### config.mk
export PLATFORM = sky130hd
export DESIGN_NAME = regfile_wb_ctrl
export DESIGN_NICKNAME = d
export VERILOG_FILES = /design/src/rtl/regfile_wb_ctrl.sv
export SDC_FILE = /design/constraint.sdc
export NUM_CORES = 1
export LEC_CHECK = 0
export CAP_MARGIN = 10
export CORE_ASPECT_RATIO = 1.2
export CORE_MARGIN = 2
export CORE_UTILIZATION = 53
export DETAILED_ROUTE_END_ITERATION = 12
export HOLD_SLACK_MARGIN = 0.15
export MAX_ROUTING_LAYER = met4
export PLACE_DENSITY = 0.76
export SLEW_MARGIN = 40
export SYNTH_ARGS = -nofsm -noshare
export SYNTH_HDL_FRONTEND = slang
export SYNTH_SLANG_ARGS = --single-unit
### constraint.sdc
create_clock -name clk -period 2.8 [get_ports clk]
set_input_delay 0.84 -clock clk [delete_from_list [all_inputs] [get_ports clk]]
set_output_delay 0.84 -clock clk [all_outputs]
set_load 0.1 [all_outputs]
### src/rtl/regfile_wb_ctrl.sv
// Write-back initiator: merges single-cycle ALU results and queued long-latency results
// into the register file's single write port, and tracks registers awaiting long-latency writes.
module regfile_wb_ctrl #(
   parameter int DEPTH = 4,
   parameter int AW    = 2
) (
   input  logic        clk,
   input  logic        rst_n,
   input  logic        hold,
   input  logic        alu_valid,
   input  logic [4:0]  alu_rd,
   input  logic [31:0] alu_data,
   input  logic        ll_valid,
   output logic        ll_ready,
   input  logic [4:0]  ll_rd,
   input  logic [31:0] ll_data,
   input  logic        iss_valid,
   input  logic [4:0]  iss_rd,
   output logic [31:0] pending,
   output logic        wen,
   output logic [4:0]  wraddr,
   output logic [31:0] wrdata
);

   localparam logic [AW:0] FULL_CNT = (AW+1)'(DEPTH);

   logic [4:0]    fifo_rd   [DEPTH];
   logic [31:0]   fifo_data [DEPTH];
   logic [AW-1:0] wr_ptr;
   logic [AW-1:0] rd_ptr;
   logic [AW:0]   count;
   logic          full;
   logic          empty;
   logic          push;
   logic          pop;
   logic          alu_sel;
   logic [4:0]    head_rd;
   logic [31:0]   head_data;
   logic          sel_wen;
   logic [4:0]    sel_rd;
   logic [31:0]   sel_data;
   logic [31:0]   pend_q;
   logic [31:0]   pend_d;

   assign full      = (count == FULL_CNT);
   assign empty     = (count == '0);
   assign ll_ready  = ~full;
   assign head_rd   = fifo_rd[rd_ptr];
   assign head_data = fifo_data[rd_ptr];

   // Results for x0 are handshaken but never stored.
   assign push    = ll_valid & ~full & (ll_rd != 5'd0);
   assign alu_sel = ~hold & alu_valid & (alu_rd != 5'd0);
   assign pop     = ~hold & ~alu_sel & ~empty;

   always_ff @(posedge clk or negedge rst_n) begin
      if (!rst_n) begin
         wr_ptr <= '0;
         rd_ptr <= '0;
         count  <= '0;
      end else begin
         if (push) wr_ptr <= wr_ptr + AW'(1);
         if (pop)  rd_ptr <= rd_ptr + AW'(1);
         case ({push, pop})
            2'b10:   count <= count + (AW+1)'(1);
            2'b01:   count <= count - (AW+1)'(1);
            default: count <= count;
         endcase
      end
   end

   // NOTE: storage is not reset; the pointers and count alone decide which entries are live.
   always_ff @(posedge clk) begin
      if (push) begin
         fifo_rd[wr_ptr]   <= ll_rd;
         fifo_data[wr_ptr] <= ll_data;
      end
   end

   always_comb begin
      // NOTE: every output gets a default first so no path leaves a latch behind.
      sel_wen  = 1'b0;
      sel_rd   = 5'd0;
      sel_data = 32'd0;
      if (alu_sel) begin
         sel_wen  = 1'b1;
         sel_rd   = alu_rd;
         sel_data = alu_data;
      end else if (pop) begin
         sel_wen  = 1'b1;
         sel_rd   = head_rd;
         sel_data = head_data;
      end
   end

   // A stall freezes the write so the register file commits it once the stall lifts.
   always_ff @(posedge clk or negedge rst_n) begin
      if (!rst_n) begin
         wen    <= 1'b0;
         wraddr <= 5'd0;
         wrdata <= 32'd0;
      end else if (!hold) begin
         // NOTE: non-blocking here so every flop samples pre-edge values; blocking is for comb only.
         wen    <= sel_wen;
         wraddr <= sel_rd;
         wrdata <= sel_data;
      end
   end

   // Set is applied after clear, so a re-issue to the same register stays pending.
   always_comb begin
      pend_d = pend_q;
      if (pop) pend_d[head_rd] = 1'b0;
      if (iss_valid && iss_rd != 5'd0) pend_d[iss_rd] = 1'b1;
      pend_d[0] = 1'b0;
   end

   always_ff @(posedge clk or negedge rst_n) begin
      if (!rst_n) pend_q <= '0;
      else        pend_q <= pend_d;
   end

   assign pending = pend_q;

endmodule
==> impl_metrics.yaml, run 1 <==
worst_hold_path:
  hold_class: "in -> async"
worst_setup_path:
  cpPeakStageDelay_ns: 0.55
  cp_slowest_cell: "or4_4"
  crit_type: "in -> reg"
  crit_top_cell: "xor2_1"
  endpoint_kind: "flop"
  cp.arrival_ns: 3.10
  cp.required_ns: 3.22
  crit_chain: "clkdlybuf4s50_1 > or4_4 > o21a_4 > nor2_4 > ha_2 > inv_1 > fa_2 > xor2_1 > nor2_1 > xor2_1"
  cp_max_fo: 2
  critPathLaunchType: "primary input"
global_routing:
  grt_antenna_before_repair: 1
  gr-total-overflow: 0
  track_usage: 0.255
  grt_pass1_vias: 6192
  grt_max_degree: 77
  grt_pass1_wl_um: 34200
clock_tree:
  cts_sinks: 224
  h-tree-depth: 1
  root_buffer: "clkbuf_16"
  cts_buffers: 22
  cts_hold_buf: 0
  cts_tree: "built"
  clock_latency_ns: 0.50
  path_clk_slew_ns: 0.06
  clockBufferDepth: 3
timing:
  finalHoldViolCount: 0
  tns_ns: 0
  tightestPinTransition_ns: 0.715
  rsz0062_at_grt: "false"
  drv_slew: 0
  slew-limit-headroom: 0.523
  holdWs_ns: 0.358
  clock.fmax_mhz: 373
  skew_ns: 0.00799
  setup_violations: 0
  period_needed_ns: 2.68
  fin_crit_sh: 0.957
pwr:
  irDropWorstVdd_v: 0.000626
  p_total_mw: 13.6
  leakagePower_nw: 4.38
  powerDensity_nw_per_um2: 1150
yosys:
  ys_warn_count: 0
  yosys.area.top_type: "edfxtp_1"
  ys_seq_elements: 224
  synthArstFlopShare: 0.339
  syn_area_per_cell_um2: 14.8
  synth_top_area_share: 0.486
  synth_ff_type: "edfxtp_1"
  synth_area_um2: 9140
  ys_types: 42
  synth_edf_count: 148
  syn_inst: 618
  yosysSeqAreaShare: 0.695
  synth_area_leaders: "edfxtp_1, dfrtp_1, mux4_2, a21oi_1, nor2_1"
  syn_nets: 709
detailed_routing:
  dr_total_vias: 6036
  drt_iter0_markers: 574
  via_per_inst: 5.83
  drtPass1Iterations: 5
  ant_nets: 0
  routed_wl_um: 22200
  remaining_drc_errors: 0
  avgRoutedWirePerCell_um: 21.4
layout:
  drive_gt1_frac: 0.244
  layout_common_cells: "edfxtp_1, buf_4, clkdlybuf4s50_1"
  final_common_cell: "edfxtp_1"
  fin_nets: 893
  area_delta_synth_final_pct: 29.8
floorplanning:
  core_um2: 16900
  die_area_um2: 18300
  die_w_um: 124
  rows: 52
  ioPinCount: 156
  start_util: 0.542
  dieHeight_um: 148
placement:
  gp_congestion: 0.878
  port_buffers: 154
  dp_hpwl_um: 14700
run:
  cap_violations: 0
outcome:
  status: "complete, no violations"
==> stage by stage <==
stage	worst slack [ns]	instances	instance area, um^2	util
3_3_place_gp	-0.451	994	11100	0.661
6_report	0.121	1035	11900	0.704
2_1_floorplan	-0.0982	618	9170	-
5_1_grt	0.0110	1035	11900	0.704
3_5_place_dp	-0.474	994	11100	0.661
4_1_cts	0.0264	1034	11800	0.703
==> worst max-delay path: cells and delay by family <==
kind	cells	cell delay, ns
fa+ha+maj	2	0.51
simple gates	3	0.76
buf+inv	2	0.47
xor+xnor	2	0.28
compound gates	1	0.23
==> worst paths after layout <==
check	startpoint	to	slack, ns	cells past startpoint
setup / recovery	alu_rd[4]	count[2]$_DFFE_PN0P_	0.12	10
hold / removal	rst_n	pending[27]$_DFF_PN0_	0.36	2
setup reg to reg	rd_ptr[0]$_DFFE_PN0P_	pending[14]$_DFF_PN0_	0.66	3
hold reg to reg	count[2]$_DFFE_PN0P_	count[2]$_DFFE_PN0P_	0.48	1
max in group asynchronous	rst_n	rd_ptr[1]$_DFFE_PN0P_	2.07	2
min in group clk	count[2]$_DFFE_PN0P_	count[2]$_DFFE_PN0P_	0.48	1
==> repair_timing <==
action | in CTS | in global routing
buffers inserted | 0 | 0
setup endpoints to repair | 0 | 1
resized for setup | 0 | 2
hold endpoints to repair | 0 | 0
==> synth_stat cells, types with 2 or more instances <==
library cell	count
edfxtp_1	148
a21oi_1	79
dfrtp_1	76
nor2_1	61
mux4_2	37
nand3_1	37
nor2b_1	34
clkbuf_1	24
nor3_1	12
o21ai_0	11
a31oi_1	8
inv_1	7
nand2_1	7
nor3b_1	6
a32oi_1	5
buf_2	5
ha_1	5
nand3b_1	5
and2_1	4
buf_1	4
nand2b_1	4
or3_1	4
o211a_1	3
o41ai_1	3
or3b_2	3
xnor2_1	3
xor2_1	3
a2bb2oi_1	2
o211ai_1	2
o22a_1	2
o32a_1	2
or4_1	2
==> state kept, by name (all words and copies together), names as in the netlist <==
name	flops
fifo_rd	20
count	3
wraddr	5
wr_ptr	2
pending	31
rd_ptr	2
wen	1
fifo_data	128
wrdata	32
==> power by group <==
part / internal [mW] / switching, mW / leakage [nW] / total (mW)
combinational: 1.80 / 4.19 / 1.78 / 5.99
clock: 1.67 / 1.17 / 0.347 / 2.84
sequential: 4.39 / 0.403 / 2.25 / 4.79
total: 7.86 / 5.76 / 4.38 / 13.6
==> per-layer routing <==
metal	up-vias	track usage	routed length, um
met2	233	0.431	11700
met3	42	0.0332	1380
met1	3049	0.319	8470
li1	2712	-	-
met5	-	-	0
met4	0	0.0835	616
==> kinds of logic (layout without fill, tap and decap cells) <==
group,count (synthesis),count (layout),synth area share
flip-flops,224,224,0.695
AND/OR/NAND/NOR,182,182,0.103
AO/OA/AOI/OAI,118,118,0.0742
buffers and inverters,42,242,0.0192
multiplexers,39,39,0.0935
adder cells (fa/ha/maj),6,6,0.00904
XOR/XNOR,6,6,0.00575
other,1,2,0.000410
==> cell type report <==
cell class	count	area, um^2
Antenna cell	1	2.50
Clock buffer	32	639
Clock inverter	8	61.3
Fill cell	1127	4990
Inverter	7	26.3
Multi-Input combinational cell	352	2660
Sequential cell	224	6350
Tap cell	216	270
Timing Repair Buffer	195	1840
(Power assumes the default switching activity.)
==> run 2, diff against run 1 <==
--- a/config.mk
+++ b/config.mk
@@ -10,6 +10,7 @@
 export CORE_MARGIN = 2
 export CORE_UTILIZATION = 53
 export DETAILED_ROUTE_END_ITERATION = 12
+export GPL_TIMING_DRIVEN = 1
 export HOLD_SLACK_MARGIN = 0.15
 export MAX_ROUTING_LAYER = met4
 export PLACE_DENSITY = 0.76
==> results of run 2 <==
Same layout as run 1: the final DEF is identical, and so are final timing and power.
